$ cat src/rtl/program_sequencer_pkg.sv
// Shared types for the calculation CPU: opcodes, condition codes and
// sequencer states, plus small decode helpers.
package cpu_pkg;

    localparam int unsigned INST_W    = 8;
    localparam int unsigned RETIRED_W = 16;

    typedef enum logic [1:0] {
        OP_IMM   = 2'b00,
        OP_ARITH = 2'b01,
        OP_COPY  = 2'b10,
        OP_COND  = 2'b11
    } opcode_e;

    typedef enum logic [2:0] {
        COND_NEVER  = 3'b000,
        COND_EQ     = 3'b001,
        COND_LT     = 3'b010,
        COND_LE     = 3'b011,
        COND_ALWAYS = 3'b100,
        COND_NE     = 3'b101,
        COND_GE     = 3'b110,
        COND_GT     = 3'b111
    } cond_e;

    typedef enum logic [1:0] {
        S_IDLE  = 2'b00,
        S_FETCH = 2'b01,
        S_EXEC  = 2'b10,
        S_HALT  = 2'b11
    } seq_state_e;

    // Opcode field of an instruction byte
    function automatic opcode_e inst_opcode(input logic [INST_W-1:0] inst);
        return opcode_e'(inst[7:6]);
    endfunction

    // Condition-code field of an instruction byte
    function automatic cond_e inst_cond(input logic [INST_W-1:0] inst);
        return cond_e'(inst[2:0]);
    endfunction

endpackage

$ cat src/rtl/program_sequencer_if.sv
// Program-memory read channel.
//   mem_req   : read request, held until accepted (master -> slave)
//   mem_addr  : read address                      (master -> slave)
//   mem_valid : mem_data valid this cycle         (slave -> master)
//   mem_data  : instruction byte                  (slave -> master)
interface program_sequencer_if #(
    parameter int unsigned ADDR_W = 8
);
    logic              mem_req;
    logic [ADDR_W-1:0] mem_addr;
    logic              mem_valid;
    logic [7:0]        mem_data;

    modport master (output mem_req, output mem_addr, input mem_valid, input mem_data);
    modport slave  (input mem_req, input mem_addr, output mem_valid, output mem_data);
endinterface

$ cat src/rtl/program_sequencer_condition_unit.sv
// Combinational branch-condition evaluator.
//   code  : condition code (cond_e)
//   val   : signed condition operand
//   taken : 1 when the condition holds for val
module condition_unit
    import cpu_pkg::*;
(
    input  cond_e              code,
    input  logic signed [7:0]  val,
    output logic               taken
);

    always_comb begin
        taken = 1'b0;
        case (code)
            COND_NEVER:  taken = 1'b0;
            COND_EQ:     taken = (val == 8'sd0);
            COND_LT:     taken = (val <  8'sd0);
            COND_LE:     taken = (val <= 8'sd0);
            COND_ALWAYS: taken = 1'b1;
            COND_NE:     taken = (val != 8'sd0);
            COND_GE:     taken = (val >= 8'sd0);
            COND_GT:     taken = (val >  8'sd0);
            default:     taken = 1'b0;
        endcase
    end

endmodule

$ cat src/rtl/program_sequencer.sv
// Fetch/issue controller: holds the pc, fetches one instruction byte per
// step, strobes it to the datapath and resolves condition instructions.
//   clk, rst    : clock, synchronous active-high reset
//   run         : start / keep running, sampled at instruction boundaries
//   mem         : program-memory read channel (master side)
//   inst        : registered instruction; inst_valid is the execute strobe
//   cond_val    : signed condition operand (datapath reg3)
//   jump_target : jump destination (datapath reg0)
//   pc, halted, retired : program counter, sticky halt, saturating count
module program_sequencer
    import cpu_pkg::*;
#(
    parameter int unsigned ADDR_W   = 8,
    parameter int unsigned PROG_LEN = 64
) (
    input  logic                 clk,
    input  logic                 rst,
    input  logic                 run,
    program_sequencer_if.master  mem,
    output logic [INST_W-1:0]    inst,
    output logic                 inst_valid,
    input  logic [7:0]           cond_val,
    input  logic [7:0]           jump_target,
    output logic [ADDR_W-1:0]    pc,
    output logic                 halted,
    output logic [RETIRED_W-1:0] retired
);

    localparam logic [RETIRED_W-1:0] RETIRED_MAX = '1;

    seq_state_e           state_q, state_d;
    logic [ADDR_W-1:0]    pc_q, pc_d;
    logic [ADDR_W-1:0]    mem_addr_q, mem_addr_d;
    logic                 mem_req_q, mem_req_d;
    logic [INST_W-1:0]    inst_q, inst_d;
    logic                 inst_valid_q, inst_valid_d;
    logic                 halted_q, halted_d;
    logic [RETIRED_W-1:0] retired_q, retired_d;

    logic                 cond_taken_c;
    logic                 jump_c;
    logic [ADDR_W-1:0]    pc_next_c;

    condition_unit u_cond (
        .code  (inst_cond(inst_q)),
        .val   (cond_val),
        .taken (cond_taken_c)
    );

    // Sequential successor of the instruction currently in EXEC
    assign jump_c    = (inst_opcode(inst_q) == OP_COND) && cond_taken_c;
    assign pc_next_c = jump_c ? ADDR_W'(jump_target) : pc_q + ADDR_W'(1);

    // Next state; registered outputs are decoded from the state being entered
    always_comb begin
        state_d    = state_q;
        pc_d       = pc_q;
        mem_addr_d = mem_addr_q;
        inst_d     = inst_q;
        retired_d  = retired_q;
        case (state_q)
            S_IDLE: begin
                if (run) begin
                    state_d    = S_FETCH;
                    mem_addr_d = pc_q;
                end
            end
            S_FETCH: begin
                if (mem.mem_valid) begin
                    inst_d  = mem.mem_data;
                    state_d = S_EXEC;
                end
            end
            S_EXEC: begin
                pc_d      = pc_next_c;
                retired_d = (retired_q == RETIRED_MAX) ? retired_q
                                                       : retired_q + RETIRED_W'(1);
                // 32-bit compare so PROG_LEN = 2**ADDR_W never halts
                if (32'(pc_next_c) >= PROG_LEN) begin
                    state_d = S_HALT;
                end else if (!run) begin
                    state_d = S_IDLE;
                end else begin
                    state_d    = S_FETCH;
                    mem_addr_d = pc_next_c;
                end
            end
            S_HALT:  state_d = S_HALT;
            default: state_d = S_IDLE;
        endcase
        mem_req_d    = (state_d == S_FETCH);
        inst_valid_d = (state_d == S_EXEC);
        halted_d     = (state_d == S_HALT);
    end

    // State and output registers
    always_ff @(posedge clk) begin
        if (rst) begin
            state_q      <= S_IDLE;
            pc_q         <= '0;
            mem_addr_q   <= '0;
            mem_req_q    <= 1'b0;
            inst_q       <= '0;
            inst_valid_q <= 1'b0;
            halted_q     <= 1'b0;
            retired_q    <= '0;
        end else begin
            state_q      <= state_d;
            pc_q         <= pc_d;
            mem_addr_q   <= mem_addr_d;
            mem_req_q    <= mem_req_d;
            inst_q       <= inst_d;
            inst_valid_q <= inst_valid_d;
            halted_q     <= halted_d;
            retired_q    <= retired_d;
        end
    end

    assign mem.mem_req  = mem_req_q;
    assign mem.mem_addr = mem_addr_q;
    assign inst         = inst_q;
    assign inst_valid   = inst_valid_q;
    assign pc           = pc_q;
    assign halted       = halted_q;
    assign retired      = retired_q;

endmodule

$ cat src/flat_wrapper.sv
// flat-port wrapper written by rule: the top's interface ports become plain ports
module program_sequencer_flat import cpu_pkg::*;
#(
    parameter int unsigned ADDR_W   = 8,
    parameter int unsigned PROG_LEN = 64
)
  (clk, rst, run, inst, inst_valid, cond_val, jump_target, pc, halted, retired, mem_mem_req, mem_mem_addr, mem_mem_valid, mem_mem_data);
  program_sequencer_if #(.ADDR_W(ADDR_W)) mem_i ();
  input  logic clk;
  input  logic rst;
  input  logic run;
  output logic [INST_W-1:0] inst;
  output logic inst_valid;
  input  logic [7:0] cond_val;
  input  logic [7:0] jump_target;
  output logic [ADDR_W-1:0] pc;
  output logic halted;
  output logic [RETIRED_W-1:0] retired;
  output wire logic [$bits(mem_i.mem_req)-1:0] mem_mem_req;
  output wire logic [$bits(mem_i.mem_addr)-1:0] mem_mem_addr;
  input wire logic [$bits(mem_i.mem_valid)-1:0] mem_mem_valid;
  input wire logic [$bits(mem_i.mem_data)-1:0] mem_mem_data;
  assign mem_mem_req = mem_i.mem_req;
  assign mem_mem_addr = mem_i.mem_addr;
  assign mem_i.mem_valid = mem_mem_valid;
  assign mem_i.mem_data = mem_mem_data;
  program_sequencer #(.ADDR_W(ADDR_W), .PROG_LEN(PROG_LEN)) u_core (.clk(clk), .rst(rst), .run(run), .mem(mem_i), .inst(inst), .inst_valid(inst_valid), .cond_val(cond_val), .jump_target(jump_target), .pc(pc), .halted(halted), .retired(retired));
endmodule
$ cat config.mk
export PLATFORM = sky130hd
export DESIGN_NAME = program_sequencer_flat
export DESIGN_NICKNAME = d
export VERILOG_FILES = /design/src/rtl/program_sequencer_pkg.sv /design/src/rtl/program_sequencer_if.sv /design/src/rtl/program_sequencer_condition_unit.sv /design/src/rtl/program_sequencer.sv /design/src/flat_wrapper.sv
export SDC_FILE = /design/constraint.sdc
export NUM_CORES = 1
export LEC_CHECK = 0
export BUFFER_PORTS_ARGS = -buffer_cell sky130_fd_sc_hd__buf_2
export CAP_MARGIN = 10
export CELL_PAD_IN_SITES_DETAIL_PLACEMENT = 1
export CELL_PAD_IN_SITES_GLOBAL_PLACEMENT = 1
export CORE_AREA = 4 4 66 98
export DETAILED_ROUTE_END_ITERATION = 12
export DIE_AREA = 0 0 70 102
export PLACE_DENSITY_LB_ADDON = 0.08
export SLEW_MARGIN = 5
export SYNTH_ARGS = -nofsm -noshare
export SYNTH_HDL_FRONTEND = slang
export SYNTH_SLANG_ARGS = --single-unit
export TNS_END_PERCENT = 50
$ cat constraint.sdc
create_clock -name clk -period 4.1 [get_ports clk]
set_clock_uncertainty 0.2 [all_clocks]
set_input_delay 1.23 -clock clk [delete_from_list [all_inputs] [get_ports clk]]
set_output_delay 1.23 -clock clk [all_outputs]
set_load 0.005 [all_outputs]
==> results of run 1 <==
## logic make-up (layout without fill, tap and decap cells)
group | count (synthesis) | in the layout
AND/OR/NAND/NOR | 115 | 115
AO/OA/AOI/OAI | 47 | 47
flip-flops | 45 | 45
buffers and inverters | 17 | 87
XOR/XNOR | 16 | 16
multiplexers | 9 | 9
adder cells (fa/ha/maj) | 2 | 2
## routing by layer
| metal | share of wire, % | wire [um] | vias to the layer above | track usage, % |
|---|---|---|---|---|
| li1 | - | - | 1035 | - |
| met1 | 40 | 2364 | 998 | 18.76 |
| met2 | 54 | 3242 | 38 | 31.90 |
| met3 | 4.0 | 236 | 12 | 3.445 |
| met4 | 2.1 | 125 | 0 | 7.670 |
| met5 | 0 | 0 | - | 0 |
## layout make-up
type,instances,area [um^2],share of cell area (%)
Clock buffer,7,86.33,3.239
Clock inverter,1,30.03,1.127
Inverter,6,22.52,0.8451
Multi-Input combinational cell,189,1162,43.61
Sequential cell,45,900.9,33.80
Tap cell,72,90.09,3.380
Timing Repair Buffer,73,372.9,13.99
## tightest hold or removal path: cells and delay by family, from the launching register on
family	cells	cell delay (ps)
DFF	1	330
muxes	1	70
and+or+nand+nor	1	70
## synthesized netlist by cell type, drive strengths merged, types with 4 or more instances
master,instances
xor2,8
o211ai,8
nor3,9
nand4,8
a21oi,7
a311oi,4
nor2,36
nand3,9
a22oi,4
or3,7
xnor2,8
clkbuf,11
mux2i,8
nand2,24
o221ai,6
and2,7
o21ai,5
dfxtp,45
inv,5
## where the power goes
part | leakage [nW] | internal, mW | switching, mW
Clock | 0.0585 | 0.199 | 0.152
Combinational | 0.751 | 0.0491 | 0.0594
Sequential | 0.365 | 0.454 | 0.0208
Total | 1.17 | 0.702 | 0.232
## sequential cells by signal, indices dropped and copies added (netlist names)
name / count
u_core.retired: 16
u_core.inst: 8
u_core.mem.mem_addr: 8
u_core.pc: 8
u_core.state_q: 2
u_core.halted: 1
u_core.inst_valid: 1
u_core.mem.mem_req: 1
## worst paths after layout
kind	start	slack [ps]	cells past startpoint	endpoint
max	cond_val[4]	1030	8	u_core.mem.mem_addr[7]
max reg2reg	u_core.pc[1]	1500	7	u_core.mem.mem_addr[7]
min	u_core.inst[5]	300	2	u_core.inst[5]
min reg2reg	u_core.inst[5]	300	2	u_core.inst[5]
## metrics by stage
step	std cells	cell area, um^2
finish	393	2665
floorplan	251	2127
global placement	385	2549
detailed placement	385	2549
global route	393	2665
CTS	393	2665
==> PnR_summary.wiki, run 1 <==
{| class="wikitable"
! Metric !! Value
|-
| Run status || finished, final reports clean
|-
| Post-synthesis adder-cell area fraction || 1.176%
|-
| Layout fillers || 733
|-
| Ratio of cells with drive above 1 in the final layout || 26.17%
|-
| Buffers plus inverters on the worst setup path || 2
|-
| Least setup slack across all paths after layout || 1034 ps
|-
| Total half-perimeter wirelength after legalization and detailed placement || 4.636 mm
|-
| Worst-Skew Late Latency || 300 ps
|-
| Number of placement rows || 34
|-
| Drt first pass iters || 4
|-
| Remaining antenna violation count || 0
|-
| Max stage delay on crit path || 370 ps
|-
| Routability-driven placement congestion ratio || 0.8118
|-
| Max clock buf depth || 2
|-
| Clock transition at the register clock pins on the worst setup and hold paths after CTS || 80 ps
|-
| Syn-to-layout area delta || 25.29%
|-
| Count of buffers added by post-CTS timing repair for setup || 0
|-
| Mean area per synthesized cell || 8.474 um^2
|-
| Cell at the slowest stage of the critical path || a211o_1
|-
| Initial cell density of the core || 37.31%
|-
| YS warnings || 0
|-
| Post-Syn Instances || 251
|-
| Synthesized-area fraction occupied by ao, oa, aoi and oai cells || 16.12%
|-
| Drt drc || 0
|-
| Post-synthesis simple-gate area fraction || 26.47%
|-
| Maximum level of the CTS H-tree || 2
|-
| Total Negative Setup Slacks || 0 ps
|-
| All-Layer GR Usage || 17.17%
|-
| Class of the tightest hold or removal check || reg2reg
|-
| Final #Nets || 350
|-
| Endpoint kind of the worst setup timing path || flop
|-
| Max-cap viol count || 0
|-
| Average detailed-routed wire length per instance || 15.19 um
|-
| Class of the most critical setup path || in2reg
|-
| Gates resized, CTS repair || 0
|-
| Synth area leader || dfxtp_1
|-
| I/O pin cnt || 71
|-
| Peak clock frequency supported by timing || 0.3262 GHz
|-
| Chain of cells forming the critical path || buf_2, nor4b_1, a32oi_1, xnor2_1, buf_4, a22o_1, a211o_1, o221ai_1
|-
| Most frequent cells in the layout || 70 x buf_2, 45 x dfxtp_1, 36 x nor2_1
|-
| Total via count after detailed routing || 2083
|-
| Critical Path Fanout Max || 11
|-
| Setup-violating endpoint count in the final report || 0
|-
| Mapped cell area || 2127 um^2
|-
| PD cells || 350.5 nW/um^2
|-
| Post-placement setup slack || 689.5 ps
|-
| Vias in the first global route || 2083
|-
| Leading cell type in the layout, fill and taps excluded || buf_2
|-
| Setup repair after global routing missed its margin || false
|-
| Fraction of synthesized area in multiplexers || 4.294%
|-
| Leakage power || 1.174 nW
|-
| Largest vdd supply drop || 179.7 uV
|-
| Initial antenna violation count || 0
|-
| Fin crit share || 74.77%
|-
| Data arrival time of the critical path || 3080 ps
|-
| Number of distinct library cell variants in the gate-level netlist after synthesis || 43
|-
| Overflow left after global routing || 0
|-
| Number of hold-slack violations in the final timing report || 0
|-
| Final hold slack || 301.9 ps
|-
| Post-synth top area share || 42.35%
|-
| Die outline area || 7140 um^2
|-
| Share of the synthesized netlist area taken by xor and xnor gates || 6.588%
|-
| Number of flip-flops and latches in the synthesized netlist || 45
|-
| Die height || 102 um
|-
| Largest cells by area after synthesis || dfxtp_1 42%, nor2_1 6.4%, nand2_1 4.2%
|-
| Drt total wl || 5.969 mm
|-
| Portion of the post-synthesis area used by sequential elements || 42.35%
|-
| X dimension of the die || 70 um
|-
| Number of inserted diodes || 0
|-
| Worst path required time || 4120 ps
|-
| Core box area || 5700 um^2
|-
| CP delay by family, top || compound AO/OA/AOI/OAI gates
|-
| Final core utilization || 46.75%
|-
| Pin slew with the least headroom to its limit || 878.9 ps
|-
| Clock tree from TritonCTS || done
|-
| First-pass GRT wire length || 9.798 mm
|-
| Most used flip-flop cell after synthesis || dfxtp_1
|-
| Post-synthesis net count || 281
|-
| Worst-case headroom to the max-slew limit || 40.64%
|-
| Violation count after the first detailed-routing iteration || 68
|-
| Async SR Flop Fraction || 0%
|-
| Clock sink count || 45
|-
| Overall power consumption || 934.2 uW
|-
| Post-route minimum period || 3066 ps
|-
| Final max-slew violation count || 0
|-
| Largest family of logic cells by synthesized area || simple AND/OR/NAND/NOR gates
|-
| Buffer cell driving the clock tree root || clkbuf_8
|-
| Routed vias/inst || 5.300
|-
| Startpoint Class || input pin
|-
| Port Buffer Count || 70
|-
| TritonCTS Buffers || 5
|-
| Number of synthesized flops with an enable pin || 0
|-
| CTS Hold Buffers Added || 0
|-
| Maximum number of pins on one net before global-route repair || 36
|}
Note: power is estimated with default switching activity, not from simulation.
==> run 2, diff against run 1 <==
--- a/config.mk
+++ b/config.mk
@@ -9,9 +9,9 @@
 export CAP_MARGIN = 10
 export CELL_PAD_IN_SITES_DETAIL_PLACEMENT = 1
 export CELL_PAD_IN_SITES_GLOBAL_PLACEMENT = 1
-export CORE_AREA = 4 4 66 98
+export CORE_AREA = 4 4 68 102
 export DETAILED_ROUTE_END_ITERATION = 12
-export DIE_AREA = 0 0 70 102
+export DIE_AREA = 0 0 72 106
 export PLACE_DENSITY_LB_ADDON = 0.08
 export SLEW_MARGIN = 5
 export SYNTH_ARGS = -nofsm -noshare
==> constraint.sdc (replaced) <==
create_clock -name clk -period 2.9 [get_ports clk]
set_clock_uncertainty 0.2 [all_clocks]
set_input_delay 0.87 -clock clk [delete_from_list [all_inputs] [get_ports clk]]
set_output_delay 0.87 -clock clk [all_outputs]
set_load 0.005 [all_outputs]
==> PnR_summary.wiki, run 2 (synthesized netlist as in run 1, its figures left out) <==
{| class="wikitable"
! Metric !! Value
|-
| Run status || finished, final reports clean
|-
| Largest vdd supply drop || 246.8 uV
|-
| Cell at the slowest stage of the critical path || a311oi_1
|-
| Layout Cell Area excl Fill || 2749 um^2
|-
| Final max-slew violation count || 0
|-
| I/O pin cnt || 71
|-
| Fin crit share || 93.59%
|-
| First-pass GRT wire length || 10.35 mm
|-
| Vias in the first global route || 2124
|-
| Pin slew with the least headroom to its limit || 619.7 ps
|-
| Routability-driven placement congestion ratio || 0.7915
|-
| Violation count after the first detailed-routing iteration || 58
|-
| PD cells || 444.0 nW/um^2
|-
| Post-placement cell area || 2669 um^2
|-
| Clock tree from TritonCTS || done
|-
| Critical Path Fanout Max || 6
|-
| Leakage power || 1.230 nW
|-
| Number of inserted diodes || 0
|-
| Maximum level of the CTS H-tree || 2
|-
| Worst path required time || 2870 ps
|-
| Max-cap viol count || 0
|-
| Syn-to-layout area delta || 29.24%
|-
| Die height || 106 um
|-
| Post-placement setup slack || -100.4 ps
|-
| Met1 GRT Util || 19.74%
|-
| Max FFs per register || 16
|-
| Layout fillers || 769
|-
| Clock transition at the register clock pins on the worst setup and hold paths after CTS || 80 ps
|-
| All-Layer GR Usage || 17.30%
|-
| Gates resized, CTS repair || 0
|-
| Routed vias/inst || 5.213
|-
| Ratio of cells with drive above 1 in the final layout || 28.66%
|-
| Data arrival time of the critical path || 2680 ps
|-
| Maximum number of pins on one net before global-route repair || 21
|-
| Final core utilization || 45.49%
|-
| Clock sink count || 45
|-
| Worst-case headroom to the max-slew limit || 58.57%
|-
| Max stage delay on crit path || 470 ps
|-
| Grt met2 use || 31.97%
|-
| Initial cell density of the core || 35.20%
|-
| Total half-perimeter wirelength after legalization and detailed placement || 5.044 mm
|-
| Overflow left after global routing || 0
|-
| Final hold slack || 301.5 ps
|-
| X dimension of the die || 72 um
|-
| Port Buffer Count || 70
|-
| Initial antenna violation count || 0
|-
| Average detailed-routed wire length per instance || 15.55 um
|-
| Drt total wl || 6.358 mm
|-
| Setup repair after global routing missed its margin || false
|-
| Drt first pass iters || 4
|-
| Total via count after detailed routing || 2132
|-
| Endpoint kind of the worst setup timing path || flop
|-
| Number of placement rows || 35
|-
| Chain of cells forming the critical path || buf_2, nor4b_1, a32oi_1, xnor2_1, buf_4, buf_4, a22oi_1, a311oi_1, o221ai_1
|-
| Max clock buf depth || 2
|-
| Leading cell type in the layout, fill and taps excluded || buf_2
|-
| Final #Nets || 364
|-
| Die outline area || 7632 um^2
|-
| Peak clock frequency supported by timing || 0.3684 GHz
|-
| Drt drc || 0
|-
| TritonCTS Buffers || 5
|-
| Busiest layer in global routing || met2
|-
| CTS Hold Buffers Added || 0
|-
| Number of hold-slack violations in the final timing report || 0
|-
| Setup-violating endpoint count in the final report || 0
|-
| Most repeated library cell on the critical path || buf_4
|-
| Post-route minimum period || 2714 ps
|-
| Class of the tightest hold or removal check || reg2reg
|-
| Startpoint Class || input pin
|-
| Remaining antenna violation count || 0
|-
| Most frequent cells in the layout || 70 x buf_2, 45 x dfxtp_1, 36 x nor2_1
|-
| Core box area || 6043 um^2
|-
| Met3 layer usage reported by global route || 2.933%
|-
| Count of buffers added by post-CTS timing repair for setup || 0
|-
| Class of the most critical setup path || in2reg
|-
| Worst-Skew Late Latency || 300 ps
|-
| Buffer cell driving the clock tree root || clkbuf_8
|-
| Overall power consumption || 1.220 mW
|-
| Least setup slack across all paths after layout || 185.9 ps
|}
[run 2: where the power goes]
group	internal (mW)	switching [mW]	total [mW]
registers	0.642	0.0270	0.669
logic	0.0871	0.0928	0.180
clock network	0.171	0.200	0.372
[run 2: cell type report]
| type | instances | area [um^2] | area share (%) |
|---|---|---|---|
| clock buffer | 8 | 80.08 | 2.913 |
| inverter | 6 | 22.52 | 0.8193 |
| multi-input combinational | 189 | 1162 | 42.28 |
| sequential | 45 | 900.9 | 32.77 |
| tap | 74 | 92.59 | 3.368 |
| timing repair buffer | 87 | 490.5 | 17.84 |
[run 2: path summary, 6_finish.rpt]
path                                      from  cells past startpoint                     end  slack (ps)
worst max-delay path               cond_val[4]                      9  u_core.mem.mem_addr[6]         190
worst min-delay path            u_core.inst[5]                      2          u_core.inst[5]         300
worst max register to register    u_core.pc[2]                      6  u_core.mem.mem_addr[5]         260
worst min register to register  u_core.inst[5]                      2          u_core.inst[5]         300
[run 2: routing by layer]
metal  vias to the layer above  routed length, um
met2                        41               3477
met1                      1021               2588
met4                         0                 82
met5                         -                  0
li1                       1063                  -
met3                         7                210
[run 2: stage by stage]
step / setup TNS [ps] / std cells
finish: 0 / 409
global route: 0 / 409
CTS: 0 / 409
detailed placement: -491.6 / 401
global placement: -77.93 / 401
floorplan: 0 / 251
[run 2: worst max-delay path, delay by kind of cell]
| kind | cells | cell delay [ps] |
|---|---|---|
| buffers and inverters | 3 | 400 |
| AOI/OAI and AO/OA | 4 | 930 |
| and+or+nand+nor | 1 | 300 |
| xor gates and xnor gates | 1 | 180 |
